**src/rtl/control_sequencer_pkg.sv**
```systemverilog
// Shared types and codes for the hardwired fetch/execute sequencer.
// Holds the state enum, opcodes, FunSel/select/mux codes, ALU map and IDLE word.
package corg_ctrl_pkg;

    localparam int IR_W = 16;
    localparam int OP_W = 4;

    typedef enum logic [2:0] {
        S_IDLE     = 3'd0,
        S_INIT     = 3'd1,
        S_FETCH_L  = 3'd2,
        S_FETCH_H  = 3'd3,
        S_EXEC     = 3'd4,
        S_HALT     = 3'd5,
        S_HALT_ILL = 3'd6
    } seq_state_e;

    localparam logic [OP_W-1:0] OP_LSR = 4'h7;
    localparam logic [OP_W-1:0] OP_LD  = 4'h8;
    localparam logic [OP_W-1:0] OP_ST  = 4'h9;
    localparam logic [OP_W-1:0] OP_MVA = 4'hA;
    localparam logic [OP_W-1:0] OP_BRA = 4'hB;
    localparam logic [OP_W-1:0] OP_BEQ = 4'hC;
    localparam logic [OP_W-1:0] OP_BNE = 4'hD;
    localparam logic [OP_W-1:0] OP_ILL = 4'hE;
    localparam logic [OP_W-1:0] OP_HLT = 4'hF;

    localparam logic [1:0] FS_INC  = 2'b01;
    localparam logic [1:0] FS_LOAD = 2'b10;
    localparam logic [1:0] FS_CLR  = 2'b11;

    localparam logic [1:0] ARF_PC = 2'b00;
    localparam logic [1:0] ARF_AR = 2'b01;

    localparam logic [1:0] MUX_ALU = 2'b00;
    localparam logic [1:0] MUX_MEM = 2'b01;
    localparam logic [1:0] MUX_IMM = 2'b10;

    localparam logic [3:0] SEL_PC = 4'b1000;
    localparam logic [3:0] SEL_AR = 4'b0100;

    localparam logic [3:0] ALU_PASS_A = 4'h0;

    typedef struct packed {
        logic [2:0] rf_out_a_sel;
        logic [2:0] rf_out_b_sel;
        logic [1:0] rf_fun_sel;
        logic [3:0] rf_r_sel;
        logic [3:0] rf_t_sel;
        logic [3:0] alu_fun_sel;
        logic [1:0] arf_out_c_sel;
        logic [1:0] arf_out_d_sel;
        logic [1:0] arf_fun_sel;
        logic [3:0] arf_reg_sel;
        logic       ir_lh;
        logic       ir_enable;
        logic [1:0] ir_fun_sel;
        logic       mem_wr;
        logic       mem_cs;
        logic [1:0] mux_a_sel;
        logic [1:0] mux_b_sel;
        logic       mux_c_sel;
    } ctrl_word_t;

    // Everything quiet; memory chip select is active-low.
    function automatic ctrl_word_t idle_word();
        ctrl_word_t w;
        w = '0;
        w.mem_cs = 1'b1;
        return w;
    endfunction

    // Opcodes 0..7 -> ALU_System function codes.
    function automatic logic [3:0] alu_map(input logic [OP_W-1:0] op);
        logic [3:0] f;
        unique case (op[2:0])
            3'd0: f = 4'h7;
            3'd1: f = 4'h8;
            3'd2: f = 4'h9;
            3'd3: f = 4'h2;
            3'd4: f = 4'h4;
            3'd5: f = 4'h6;
            3'd6: f = 4'hB;
            default: f = 4'hC;
        endcase
        return f;
    endfunction

    // Register index 0 (R1) maps to the MSB of the select.
    function automatic logic [3:0] onehot(input logic [1:0] r);
        return 4'b1000 >> r;
    endfunction

endpackage

```
**src/rtl/control_sequencer_if.sv**
```systemverilog
// Control bus between the sequencer (master) and ALU_System (slave).
// Carries IROut/ALUOutFlag back to the sequencer and every control field out.
interface control_sequencer_if;
    import corg_ctrl_pkg::*;

    logic [IR_W-1:0] IROut;
    logic [3:0]      ALUOutFlag;
    logic [2:0]      RF_OutASel;
    logic [2:0]      RF_OutBSel;
    logic [1:0]      RF_FunSel;
    logic [3:0]      RF_RSel;
    logic [3:0]      RF_TSel;
    logic [3:0]      ALU_FunSel;
    logic [1:0]      ARF_OutCSel;
    logic [1:0]      ARF_OutDSel;
    logic [1:0]      ARF_FunSel;
    logic [3:0]      ARF_RegSel;
    logic            IR_LH;
    logic            IR_Enable;
    logic [1:0]      IR_Funsel;
    logic            Mem_WR;
    logic            Mem_CS;
    logic [1:0]      MuxASel;
    logic [1:0]      MuxBSel;
    logic            MuxCSel;

    modport master (
        input  IROut, ALUOutFlag,
        output RF_OutASel, RF_OutBSel, RF_FunSel, RF_RSel, RF_TSel,
        output ALU_FunSel, ARF_OutCSel, ARF_OutDSel, ARF_FunSel,
        output ARF_RegSel, IR_LH, IR_Enable, IR_Funsel, Mem_WR,
        output Mem_CS, MuxASel, MuxBSel, MuxCSel
    );

    modport slave (
        output IROut, ALUOutFlag,
        input  RF_OutASel, RF_OutBSel, RF_FunSel, RF_RSel, RF_TSel,
        input  ALU_FunSel, ARF_OutCSel, ARF_OutDSel, ARF_FunSel,
        input  ARF_RegSel, IR_LH, IR_Enable, IR_Funsel, Mem_WR,
        input  Mem_CS, MuxASel, MuxBSel, MuxCSel
    );

endinterface

```
**src/rtl/control_sequencer_decode.sv**
```systemverilog
// Pure combinational decoder: state + IR + zero flag -> control word.
// Ports: state, ir (IROut), flag_z (ALUOutFlag Z), cw (control word out).
module ctrl_decode
    import corg_ctrl_pkg::*;
(
    input  seq_state_e      state,
    input  logic [IR_W-1:0] ir,
    input  logic            flag_z,
    output ctrl_word_t      cw
);

    logic [OP_W-1:0] op;
    logic [1:0]      rd;
    logic [1:0]      rs1;
    logic [1:0]      rs2;

    assign op  = ir[15:12];
    assign rd  = ir[11:10];
    assign rs1 = ir[9:8];
    assign rs2 = ir[7:6];

    always_comb begin
        cw = idle_word();
        unique case (state)
            S_INIT: begin
                cw.arf_fun_sel = FS_CLR;
                cw.arf_reg_sel = 4'b1111;
                cw.rf_fun_sel  = FS_CLR;
                cw.rf_r_sel    = 4'b1111;
                cw.rf_t_sel    = 4'b1111;
            end
            S_FETCH_L, S_FETCH_H: begin
                cw.arf_out_d_sel = ARF_PC;
                cw.mem_cs        = 1'b0;
                cw.ir_enable     = 1'b1;
                cw.ir_fun_sel    = FS_LOAD;
                cw.ir_lh         = (state == S_FETCH_H);
                cw.arf_fun_sel   = FS_INC;
                cw.arf_reg_sel   = SEL_PC;
            end
            S_EXEC: begin
                unique case (1'b1)
                    (op <= OP_LSR): begin
                        cw.rf_out_a_sel = {1'b0, rs1};
                        cw.rf_out_b_sel = {1'b0, rs2};
                        cw.alu_fun_sel  = alu_map(op);
                        cw.mux_a_sel    = MUX_ALU;
                        cw.rf_fun_sel   = FS_LOAD;
                        cw.rf_r_sel     = onehot(rd);
                    end
                    (op == OP_LD): begin
                        cw.arf_out_d_sel = ARF_AR;
                        cw.mem_cs        = 1'b0;
                        cw.mux_a_sel     = MUX_MEM;
                        cw.rf_fun_sel    = FS_LOAD;
                        cw.rf_r_sel      = onehot(rd);
                    end
                    (op == OP_ST): begin
                        cw.rf_out_a_sel  = {1'b0, rs1};
                        cw.alu_fun_sel   = ALU_PASS_A;
                        cw.arf_out_d_sel = ARF_AR;
                        cw.mem_cs        = 1'b0;
                        cw.mem_wr        = 1'b1;
                    end
                    (op == OP_MVA): begin
                        cw.mux_b_sel   = MUX_IMM;
                        cw.arf_fun_sel = FS_LOAD;
                        cw.arf_reg_sel = SEL_AR;
                    end
                    ((op == OP_BRA) ||
                     (op == OP_BEQ && flag_z) ||
                     (op == OP_BNE && !flag_z)): begin
                        cw.mux_b_sel   = MUX_IMM;
                        cw.arf_fun_sel = FS_LOAD;
                        cw.arf_reg_sel = SEL_PC;
                    end
                    default: cw = idle_word();
                endcase
            end
            default: cw = idle_word();
        endcase
    end

endmodule

```
**src/rtl/control_sequencer.sv**
```systemverilog
// Hardwired fetch/execute sequencer for ALU_System; holds the state register.
// Ports: Clock, Reset (async low), Start, bus (master), SeqT, Halted, IllegalOp.
module control_sequencer
    import corg_ctrl_pkg::*;
(
    input  logic                Clock,
    input  logic                Reset,
    input  logic                Start,
    control_sequencer_if.master bus,
    output logic [2:0]          SeqT,
    output logic                Halted,
    output logic                IllegalOp
);

    seq_state_e      state_q;
    seq_state_e      state_d;
    ctrl_word_t      cw;
    logic [OP_W-1:0] op;
    logic            unused_flags;

    assign op           = bus.IROut[15:12];
    assign unused_flags = ^bus.ALUOutFlag[2:0];

    always_ff @(posedge Clock or negedge Reset) begin
        if (!Reset) state_q <= S_IDLE;
        else        state_q <= state_d;
    end

    // The illegal-opcode halt is its own state, so IllegalOp needs no extra flop.
    always_comb begin
        state_d = state_q;
        unique case (state_q)
            S_IDLE, S_HALT, S_HALT_ILL:
                if (Start) state_d = S_INIT;
            S_INIT:    state_d = S_FETCH_L;
            S_FETCH_L: state_d = S_FETCH_H;
            S_FETCH_H: state_d = S_EXEC;
            S_EXEC: begin
                unique case (1'b1)
                    (op == OP_HLT): state_d = S_HALT;
                    (op == OP_ILL): state_d = S_HALT_ILL;
                    default:        state_d = S_FETCH_L;
                endcase
            end
            default: state_d = S_IDLE;
        endcase
    end

    ctrl_decode u_decode (
        .state  (state_q),
        .ir     (bus.IROut),
        .flag_z (bus.ALUOutFlag[3]),
        .cw     (cw)
    );

    always_comb begin
        bus.RF_OutASel  = cw.rf_out_a_sel;
        bus.RF_OutBSel  = cw.rf_out_b_sel;
        bus.RF_FunSel   = cw.rf_fun_sel;
        bus.RF_RSel     = cw.rf_r_sel;
        bus.RF_TSel     = cw.rf_t_sel;
        bus.ALU_FunSel  = cw.alu_fun_sel;
        bus.ARF_OutCSel = cw.arf_out_c_sel;
        bus.ARF_OutDSel = cw.arf_out_d_sel;
        bus.ARF_FunSel  = cw.arf_fun_sel;
        bus.ARF_RegSel  = cw.arf_reg_sel;
        bus.IR_LH       = cw.ir_lh;
        bus.IR_Enable   = cw.ir_enable;
        bus.IR_Funsel   = cw.ir_fun_sel;
        bus.Mem_WR      = cw.mem_wr;
        bus.Mem_CS      = cw.mem_cs;
        bus.MuxASel     = cw.mux_a_sel;
        bus.MuxBSel     = cw.mux_b_sel;
        bus.MuxCSel     = cw.mux_c_sel;
        SeqT            = state_q;
        Halted          = (state_q == S_HALT) || (state_q == S_HALT_ILL);
        IllegalOp       = (state_q == S_HALT_ILL);
    end

endmodule

```
**src/flat_wrapper.sv**
```systemverilog
// flat-port wrapper written by rule: the top's interface ports become plain ports
module control_sequencer_flat import corg_ctrl_pkg::*;
  (Clock, Reset, Start, SeqT, Halted, IllegalOp, bus_IROut, bus_ALUOutFlag, bus_RF_OutASel, bus_RF_OutBSel, bus_RF_FunSel, bus_RF_RSel, bus_RF_TSel, bus_ALU_FunSel, bus_ARF_OutCSel, bus_ARF_OutDSel, bus_ARF_FunSel, bus_ARF_RegSel, bus_IR_LH, bus_IR_Enable, bus_IR_Funsel, bus_Mem_WR, bus_Mem_CS, bus_MuxASel, bus_MuxBSel, bus_MuxCSel);
  control_sequencer_if bus_i ();
  input  logic Clock;
  input  logic Reset;
  input  logic Start;
  output logic [2:0] SeqT;
  output logic Halted;
  output logic IllegalOp;
  input wire logic [$bits(bus_i.IROut)-1:0] bus_IROut;
  input wire logic [$bits(bus_i.ALUOutFlag)-1:0] bus_ALUOutFlag;
  output wire logic [$bits(bus_i.RF_OutASel)-1:0] bus_RF_OutASel;
  output wire logic [$bits(bus_i.RF_OutBSel)-1:0] bus_RF_OutBSel;
  output wire logic [$bits(bus_i.RF_FunSel)-1:0] bus_RF_FunSel;
  output wire logic [$bits(bus_i.RF_RSel)-1:0] bus_RF_RSel;
  output wire logic [$bits(bus_i.RF_TSel)-1:0] bus_RF_TSel;
  output wire logic [$bits(bus_i.ALU_FunSel)-1:0] bus_ALU_FunSel;
  output wire logic [$bits(bus_i.ARF_OutCSel)-1:0] bus_ARF_OutCSel;
  output wire logic [$bits(bus_i.ARF_OutDSel)-1:0] bus_ARF_OutDSel;
  output wire logic [$bits(bus_i.ARF_FunSel)-1:0] bus_ARF_FunSel;
  output wire logic [$bits(bus_i.ARF_RegSel)-1:0] bus_ARF_RegSel;
  output wire logic [$bits(bus_i.IR_LH)-1:0] bus_IR_LH;
  output wire logic [$bits(bus_i.IR_Enable)-1:0] bus_IR_Enable;
  output wire logic [$bits(bus_i.IR_Funsel)-1:0] bus_IR_Funsel;
  output wire logic [$bits(bus_i.Mem_WR)-1:0] bus_Mem_WR;
  output wire logic [$bits(bus_i.Mem_CS)-1:0] bus_Mem_CS;
  output wire logic [$bits(bus_i.MuxASel)-1:0] bus_MuxASel;
  output wire logic [$bits(bus_i.MuxBSel)-1:0] bus_MuxBSel;
  output wire logic [$bits(bus_i.MuxCSel)-1:0] bus_MuxCSel;
  assign bus_i.IROut = bus_IROut;
  assign bus_i.ALUOutFlag = bus_ALUOutFlag;
  assign bus_RF_OutASel = bus_i.RF_OutASel;
  assign bus_RF_OutBSel = bus_i.RF_OutBSel;
  assign bus_RF_FunSel = bus_i.RF_FunSel;
  assign bus_RF_RSel = bus_i.RF_RSel;
  assign bus_RF_TSel = bus_i.RF_TSel;
  assign bus_ALU_FunSel = bus_i.ALU_FunSel;
  assign bus_ARF_OutCSel = bus_i.ARF_OutCSel;
  assign bus_ARF_OutDSel = bus_i.ARF_OutDSel;
  assign bus_ARF_FunSel = bus_i.ARF_FunSel;
  assign bus_ARF_RegSel = bus_i.ARF_RegSel;
  assign bus_IR_LH = bus_i.IR_LH;
  assign bus_IR_Enable = bus_i.IR_Enable;
  assign bus_IR_Funsel = bus_i.IR_Funsel;
  assign bus_Mem_WR = bus_i.Mem_WR;
  assign bus_Mem_CS = bus_i.Mem_CS;
  assign bus_MuxASel = bus_i.MuxASel;
  assign bus_MuxBSel = bus_i.MuxBSel;
  assign bus_MuxCSel = bus_i.MuxCSel;
  control_sequencer u_core (.Clock(Clock), .Reset(Reset), .Start(Start), .bus(bus_i), .SeqT(SeqT), .Halted(Halted), .IllegalOp(IllegalOp));
endmodule
```
**config.mk**
```make
export PLATFORM = sky130hd
export DESIGN_NAME = control_sequencer_flat
export DESIGN_NICKNAME = d
export VERILOG_FILES = /design/src/rtl/control_sequencer_pkg.sv /design/src/rtl/control_sequencer_if.sv /design/src/rtl/control_sequencer_decode.sv /design/src/rtl/control_sequencer.sv /design/src/flat_wrapper.sv
export SDC_FILE = /design/constraint.sdc
export NUM_CORES = 1
export LEC_CHECK = 0
export ABC_AREA = 1
export CAP_MARGIN = 20
export CORE_AREA = 10 10 62 69
export CTS_BUF_LIST = sky130_fd_sc_hd__clkbuf_8
export DETAILED_ROUTE_END_ITERATION = 12
export DIE_AREA = 0 0 72 79
export GPL_TIMING_DRIVEN = 1
export PLACE_DENSITY = 0.68
export RECOVER_POWER = 100
export SETUP_SLACK_MARGIN = 0.02
export SYNTH_ARGS = -nofsm -noshare
export SYNTH_HDL_FRONTEND = slang
export SYNTH_SLANG_ARGS = --single-unit
```
**constraint.sdc**
```tcl
create_clock -name Clock -period 2.3 [get_ports Clock]
set_clock_uncertainty 0.1 [all_clocks]
set_input_delay 0.23 -clock Clock [delete_from_list [all_inputs] [get_ports Clock]]
set_output_delay 0.23 -clock Clock [all_outputs]
set_load 0.05 [all_outputs]
```
# == Word level (Yosys, flattened, before mapping) ==
# Cells that the tools add are included.
# Widths: inputs -> output; s select.
# totals
register_bits,3
out_inout_bits,46
wordCells,61
# classes
n_lt_le_gt_ge,1
eq_ne,21
shifts,1
n_mux,23
n_reduce_logical,14
# op_table
op,count
$eq 4x4->1 const B,8
$pmux 4 s7,1
$pmux 10 s2,1
$eq 3x3->1 const B,6
$mux 6,3
$pmux 6 s3,1
$pmux 3 s5,1
$eq 3x2->1 const B,4
$mux 4,3
$pmux 6 s2,1
$reduce_or 2->1,5
$mux 2,4
$eq 3x1->1 const B,2
$logic_not 3->1,2
$pmux 3 s2,1
$mux 1,5
$le 4x3->1 const B,1
$shr 4x2->4 const A,1
$logic_or 1x1->1,3
$mux 3,1
$reduce_or 3->1,1
$logic_and 1x1->1,2
$ne 2x2->1 const B,1
$pmux 1 s2,1
$logic_not 1->1,1

# == Logic depth before layout (Yosys ltp) ==
# Gate-level depths: netlist of run 1.
# depth
word_depth,7
depth_mapped,8
depth_no_buf,7

# == Hierarchy ==
# Synthesis of run 1 repeated with hierarchy kept, for this count alone.
# unflattened
cells_unflattened,135
area_unflattened_um2,680.7
# by_module_without_submodules
mod,n_inst,cells_per_inst,area_per_inst_um2
ctrl_decode,1,100,469.2
control_sequencer,1,35,211.5

# == Worst setup path before layout of run 1 ==
# No wires, ideal clock.
# synth_path
kind,register -> output
start,register u_core.state_q[2] (netlist: u_core.SeqT[2])
end,output bus_MuxASel[0]
arrival_ps,2446
setup_slack_ps,-476
path_stages_with_launch,4
path_cell_list,dfrtp_1 buf_2 nand2_4 nor4_1
# synth_between
elab_chain_cells,2
# synth_lines
element,line,source
start: declaration,control_sequencer.sv:15,seq_state_e state_q;
start signal: assignment,control_sequencer.sv:26,else state_q <= state_d;
$eq 3x3->1,control_sequencer_decode.sv:24,unique case (state)
$mux 4,control_sequencer_decode.sv:24,
end: declaration,flat_wrapper.sv:28,output wire logic [$bits(bus_i.MuxASel)-1:0] bus_MuxASel;
# Every way passes these cells.

# == Worst setup path in the final report of run 1 ==
# layout_path
start,register u_core.state_q[2] (netlist: u_core.SeqT[2])
end,output IllegalOp
# layout_between
elab_chain_cells,1
# layout_lines
element,line,source
$eq 3x3->1,control_sequencer.sv:77,IllegalOp = (state_q == S_HALT_ILL);
end: declaration,flat_wrapper.sv:10,output logic IllegalOp;
# Every way passes these cells.

==> flow_metrics.py, run 1 <==
metrics = {
    "status": {
        "outcome": "complete, no violations",
    },
    "route": {
        "wl_mm": 2.45,
        "routedWlPerCell_um": 11.7,
        "vias": 884,
        "ant_nets": 0,
        "drc_errors": 0,
        "drtPass1Iterations": 2,
        "dr.first_iter.drc_count": 16,
        "vias_per_cell": 4.23,
    },
    "global_route": {
        "grt_antenna_before_repair": 0,
        "grt_max_degree": 10,
        "grt_overflow": 0,
        "grt_util_met1": 0.0846,
        "grtUsageMet3": 0.0498,
        "grt_pass1_wl_mm": 4.04,
        "met2_usage": 0.146,
        "grt_pass1_vias": 909,
        "busiest_layer": "met2",
        "track_usage": 0.0847,
    },
    "placement": {
        "routabilityCongestion": 0.838,
        "io_buffer_count": 50,
        "hpwl_mm": 2.16,
        "place_inst": 205,
    },
    "clocking": {
        "clock_sinks": 3,
        "htree_levels": 1,
        "cts_setup_buffers": 0,
        "postCtsHoldBufs": 0,
        "clk_pin_slew_ns": 0.03,
        "cts.repair.resized": 0,
        "numCtsBuffers": 3,
        "cts_root_buffer": "clkbuf_8",
        "cts_tree": "yes",
        "clk_latency_ns": 0.22,
        "cts.path.max_buffers": 2,
    },
    "sta": {
        "grt_setup_unrepaired": "false",
        "fmax_ghz": 0.465,
        "finalCriticalPeriod_ns": 2.15,
        "final-setup-viol-count": 0,
        "finalHoldViolCount": 0,
        "slew_headroom": 0.597,
        "final.period_utilization": 0.936,
        "slew_viol_final": 0,
        "worstMarginPinSlew_ns": 0.607,
    },
    "critical_path": {
        "arrival_ns": 1.82,
        "crit_path_top_delay_cell": "clkdlybuf4s50_1",
        "path_class": "register to output pin",
        "slowest_delay_ns": 0.80,
        "required_ns": 1.97,
        "crit_fanout": 8,
        "crit_cells": 3,
        "worstRegToRegCells": 6,
        "cp-startpoint": "u_core.SeqT[2]$_DFFE_PN0P_",
        "rr_endpoint": "u_core.SeqT[0]$_DFFE_PN0P_",
        "critical_path_buf_inv_count": 2,
        "crit_family": "buffers and inverters",
        "crit_path_end_kind": "output pin",
        "cp-start-kind": "register",
        "reg2reg_slack_ns": 0.88,
        "crit_chain": "nand3_1, inv_1, clkdlybuf4s50_1",
        "crit-reg2reg-launch": "u_core.SeqT[1]$_DFFE_PN0P_",
    },
    "yosys": {
        "yosys.area_share.simple": 0.494,
        "syn_area_per_cell_um2": 5.36,
        "yosys_warnings": 0,
        "ys_seq_elements": 3,
        "synthCells": 130,
        "synthAdderAreaFrac": 0,
        "muxShareOfSynthArea": 0,
        "netlist_area_um2": 697,
        "yosysSeqAreaShare": 0.108,
        "synthXorXnorAreaFrac": 0,
        "synth.distinct_cells": 23,
        "synth_compound_area_frac": 0.0772,
        "synth_top_family_by_area": "simple AND/OR/NAND/NOR gates",
    },
    "final_layout": {
        "areaGrowthSynthToFinish_pct": 62.8,
        "antenna-diode-count": 0,
        "mostFrequentLayoutCells": "nand2_1 (40), nor2_1 (21), inv_1 (19), clkdlybuf4s50_1 (12), clkbuf_2 (12)",
        "drive_gt1_frac": 0.211,
        "fin_util": 0.386,
        "largest_reg_flops": 3,
        "final_common_cell": "nand2_1",
        "ff_latch_area_um2": 75.1,
        "final_cells": 209,
        "multi_input_area_um2": 432,
        "layout.nets": 199,
        "fillCellCount": 340,
    },
    "pwr": {
        "p_clk_frac": 0.079,
        "combPwrFrac": 0.856,
        "p_leak_nw": 0.632,
        "powerDensity_nw_per_um2": 1660,
        "power_frac_seq": 0.065,
        "p_int_mw": 0.555,
        "switchingPower_mw": 1.33,
        "vdd_drop_max_v": 0.000950,
        "p_sw_frac": 0.705,
    },
    "floorplanning": {
        "initial_core_util": 0.237,
        "core_area_um2": 2940,
        "die_area_um2": 5690,
        "boundaryPins": 69,
        "die_h_um": 79,
        "die_w_um": 72,
        "rows": 21,
    },
    "worst_hold_path": {
        "hp-class": "input pin to asynchronous set/reset pin",
    },
    "job": {
        "maxCapViolations": 0,
    },
}
## power groups by stage
stage	registers (mW)	logic (mW)	clock network (mW)
4_1_cts	0.127	2.02	0.152
5_1_grt	0.130	1.72	0.161
3_3_place_gp	0.127	2.00	0
6_report	0.123	1.61	0.148
3_5_place_dp	0.128	2.01	0
2_1_floorplan	0.189	1.24	0
## worst max-delay path by stage
stage	to	slack [ns]
finish	IllegalOp	0.15
global route	bus_RF_RSel[0]	0.05
CTS	IllegalOp	0.13
detailed placement	bus_ALU_FunSel[1]	0.32
global placement	bus_ALU_FunSel[1]	0.33
floorplan	bus_RF_FunSel[1]	-0.003
## synthesized netlist by cell type, drive strengths merged
library cell	instances	area (um2)
a21oi	7	38.8
buf	18	136
clkinv	1	8.76
conb	1	3.75
dfrtp	3	75.1
inv	20	75.1
nand2	43	179
nand3	6	35.0
nor2	25	109
nor3	2	15.0
nor4	1	6.26
o21ai	3	15.0
## routing by layer
| metal | vias to the layer above | part of all wire |
|---|---|---|
| met2 | 39 | 0.47 |
| li1 | 456 | - |
| met3 | 4 | 0.13 |
| met1 | 385 | 0.40 |
| met4 | 0 | 0.0086 |
| met5 | - | 0 |
## worst reg2reg max path, cell delays in order, from the launching register on
cell and delay (ns):
dfrtp_1 0.43, nor2_1 0.27, nand2_4 0.15, nor2_1 0.20, nor2_1 0.06, nand2_1 0.06, nand2_1 0.05
## cells by family after synthesis
group,Yosys count
AO/OA/AOI/OAI,10
buffers and inverters,39
flip-flops,3
other,1
AND/OR/NAND/NOR,77
## cell type report
| class | instances | area share |
|---|---|---|
| Clock buffer | 3 | 0.0364 |
| Clock inverter | 1 | 0.00331 |
| Tap cell | 34 | 0.0375 |
| Sequential cell | 3 | 0.0662 |
| Inverter | 21 | 0.0739 |
| Multi-Input combinational cell | 96 | 0.380 |
| Timing Repair Buffer | 51 | 0.402 |
## through the flow
| step | power, mW | cell area [um2] | hold slack (ns) | setup TNS (ns) | setup WS (ns) |
|---|---|---|---|---|---|
| after floorplan | 1.43 | 754 | -0.166 | -0.00256 | -0.00256 |
| final | 1.88 | 1130 | 0.164 | 0 | 0.148 |
| after detailed placement | 2.14 | 1350 | 0.323 | 0 | 0.322 |
| after global placement | 2.13 | 1350 | 0.321 | 0 | 0.333 |
| after CTS | 2.30 | 1400 | 0.0959 | 0 | 0.127 |
| after global routing | 2.01 | 1130 | 0.172 | 0 | 0.0460 |
Power figures use the tool's default switching activity.
==> run 2, diff against run 1 <==
--- a/config.mk
+++ b/config.mk
@@ -7,14 +7,15 @@
 export LEC_CHECK = 0
 export ABC_AREA = 1
 export CAP_MARGIN = 20
-export CORE_AREA = 10 10 62 69
+export CORE_AREA = 2 2 54 61
 export CTS_BUF_LIST = sky130_fd_sc_hd__clkbuf_8
 export DETAILED_ROUTE_END_ITERATION = 12
-export DIE_AREA = 0 0 72 79
+export DIE_AREA = 0 0 56 63
 export GPL_TIMING_DRIVEN = 1
 export PLACE_DENSITY = 0.68
 export RECOVER_POWER = 100
 export SETUP_SLACK_MARGIN = 0.02
+export SKIP_CTS_REPAIR_TIMING = 1
 export SYNTH_ARGS = -nofsm -noshare
 export SYNTH_HDL_FRONTEND = slang
 export SYNTH_SLANG_ARGS = --single-unit
==> flow_metrics.py, run 2 (synthesis results as in run 1) <==
metrics = {
    "final_layout": {
        "areaGrowthSynthToFinish_pct": 67.1,
        "layout.nets": 198,
        "antenna-diode-count": 0,
        "mostFrequentLayoutCells": "nand2_1 (40), nor2_1 (21), inv_1 (19), clkdlybuf4s50_1 (13), clkbuf_1 (10)",
        "drive_gt1_frac": 0.190,
        "largest_reg_flops": 3,
        "fin_util": 0.396,
        "final_common_cell": "nand2_1",
        "fillCellCount": 350,
    },
    "floorplanning": {
        "die_w_um": 56,
        "die_area_um2": 3530,
        "initial_core_util": 0.237,
        "die_h_um": 63,
        "core_area_um2": 2940,
        "boundaryPins": 69,
        "rows": 21,
    },
    "sta": {
        "final-setup-viol-count": 0,
        "finalSetupTns_ns": 0,
        "final.period_utilization": 0.934,
        "finalCriticalPeriod_ns": 2.15,
        "grt_setup_unrepaired": "false",
        "worstMarginPinSlew_ns": 0.601,
        "finalHoldViolCount": 0,
        "fmax_ghz": 0.466,
        "slew_viol_final": 0,
        "fin_ws_ns": 0.152,
        "slew_headroom": 0.601,
    },
    "global_route": {
        "grt_overflow": 0,
        "grt_max_degree": 10,
        "grt_pass1_wl_mm": 3.17,
        "grt_util_met1": 0.136,
        "busiest_layer": "met2",
        "grtUsageMet3": 0.0186,
        "grt_pass1_vias": 738,
        "track_usage": 0.110,
        "grt_antenna_before_repair": 0,
        "met2_usage": 0.182,
    },
    "route": {
        "dr.first_iter.drc_count": 25,
        "drtPass1Iterations": 4,
        "ant_nets": 0,
        "vias": 850,
        "vias_per_cell": 4.09,
        "wl_mm": 1.97,
        "drc_errors": 0,
        "routedWlPerCell_um": 9.45,
    },
    "clocking": {
        "htree_levels": 1,
        "clk_latency_ns": 0.21,
        "cts.path.max_buffers": 2,
        "clk_pin_slew_ns": 0.03,
        "cts_tree": "yes",
        "numCtsBuffers": 3,
        "cts_root_buffer": "clkbuf_8",
        "clock_sinks": 3,
    },
    "placement": {
        "routabilityCongestion": 0.836,
        "io_buffer_count": 50,
        "hpwl_mm": 1.64,
        "pre_cts_ws_ns": 0.209,
    },
    "critical_path": {
        "crit_path_top_delay_cell": "clkdlybuf4s50_1",
        "arrival_ns": 1.82,
        "cp-start-kind": "register",
        "critical_path_buf_inv_count": 2,
        "crit_chain": "nand3_1, inv_1, clkdlybuf4s50_1",
        "path_class": "register to output pin",
        "crit_path_end_kind": "output pin",
        "required_ns": 1.97,
        "worstRegToRegCells": 6,
        "crit_fanout": 8,
        "crit_family": "buffers and inverters",
        "slowest_delay_ns": 0.80,
        "crit_cells": 3,
    },
    "pwr": {
        "switchingPower_mw": 1.31,
        "p_clk_frac": 0.079,
        "p_sw_frac": 0.699,
        "p_leak_nw": 0.694,
        "power_frac_seq": 0.066,
        "vdd_drop_max_v": 0.00106,
        "combPwrFrac": 0.855,
        "p_int_mw": 0.563,
        "powerDensity_nw_per_um2": 1610,
        "p_total_mw": 1.87,
    },
    "status": {
        "outcome": "complete, no violations",
    },
    "worst_hold_path": {
        "hp-class": "input pin to asynchronous set/reset pin",
    },
    "job": {
        "maxCapViolations": 0,
    },
}
-- run 2: metrics by stage --
step | cells | hold slack, ns | cell area (um2)
after global placement | 204 | 0.324 | 1340
after global routing | 208 | 0.170 | 1160
after detailed placement | 204 | 0.321 | 1340
after CTS | 208 | 0.0965 | 1390
final | 208 | 0.167 | 1160
after floorplan | 138 | -0.166 | 754
-- run 2: cell type report --
class / instances / area, um2 / area share
Timing Repair Buffer: 50 / 487 / 0.418
Multi-Input combinational cell: 96 / 432 / 0.371
Inverter: 21 / 83.8 / 0.0720
Sequential cell: 3 / 75.1 / 0.0644
Tap cell: 34 / 42.5 / 0.0365
Clock buffer: 3 / 41.3 / 0.0354
Clock inverter: 1 / 3.75 / 0.00322
-- run 2: layer usage --
metal	part of all wire	routed length [um]
met1	0.46	897
met2	0.47	927
met3	0.064	126
met4	0.0076	15
met5	0	0
-- run 2: power by group through the flow --
stage,clock network [mW],registers [mW],logic [mW]
CTS,0.151,0.128,1.99
global placement,0,0.128,1.98
finish,0.148,0.124,1.60
detailed placement,0,0.129,1.99
global route,0.160,0.129,1.69
floorplan,0,0.189,1.24
-- run 2: final timing paths --
check                      slack [ns]                  startpoint                         end
setup / recovery                 0.15  u_core.SeqT[2]$_DFFE_PN0P_                   IllegalOp
hold / removal                   0.17                       Reset  u_core.SeqT[1]$_DFFE_PN0P_
setup reg to reg                 0.90  u_core.SeqT[1]$_DFFE_PN0P_  u_core.SeqT[0]$_DFFE_PN0P_
hold reg to reg                  0.50  u_core.SeqT[0]$_DFFE_PN0P_  u_core.SeqT[0]$_DFFE_PN0P_
max in group asynchronous        1.79                       Reset  u_core.SeqT[0]$_DFFE_PN0P_
min in group Clock               0.50  u_core.SeqT[0]$_DFFE_PN0P_  u_core.SeqT[0]$_DFFE_PN0P_
==> run 3, diff against run 2 <==
--- a/config.mk
+++ b/config.mk
@@ -6,6 +6,7 @@
 export NUM_CORES = 1
 export LEC_CHECK = 0
 export ABC_AREA = 1
+export ABC_CLOCK_PERIOD_IN_PS = 2300
 export CAP_MARGIN = 20
 export CORE_AREA = 2 2 54 61
 export CTS_BUF_LIST = sky130_fd_sc_hd__clkbuf_8
@@ -16,6 +17,7 @@
 export RECOVER_POWER = 100
 export SETUP_SLACK_MARGIN = 0.02
 export SKIP_CTS_REPAIR_TIMING = 1
+export SKIP_LAST_GASP = 1
 export SYNTH_ARGS = -nofsm -noshare
 export SYNTH_HDL_FRONTEND = slang
 export SYNTH_SLANG_ARGS = --single-unit
==> results of run 3 <==
Final layout, timing and power as in run 2 (identical DEF).
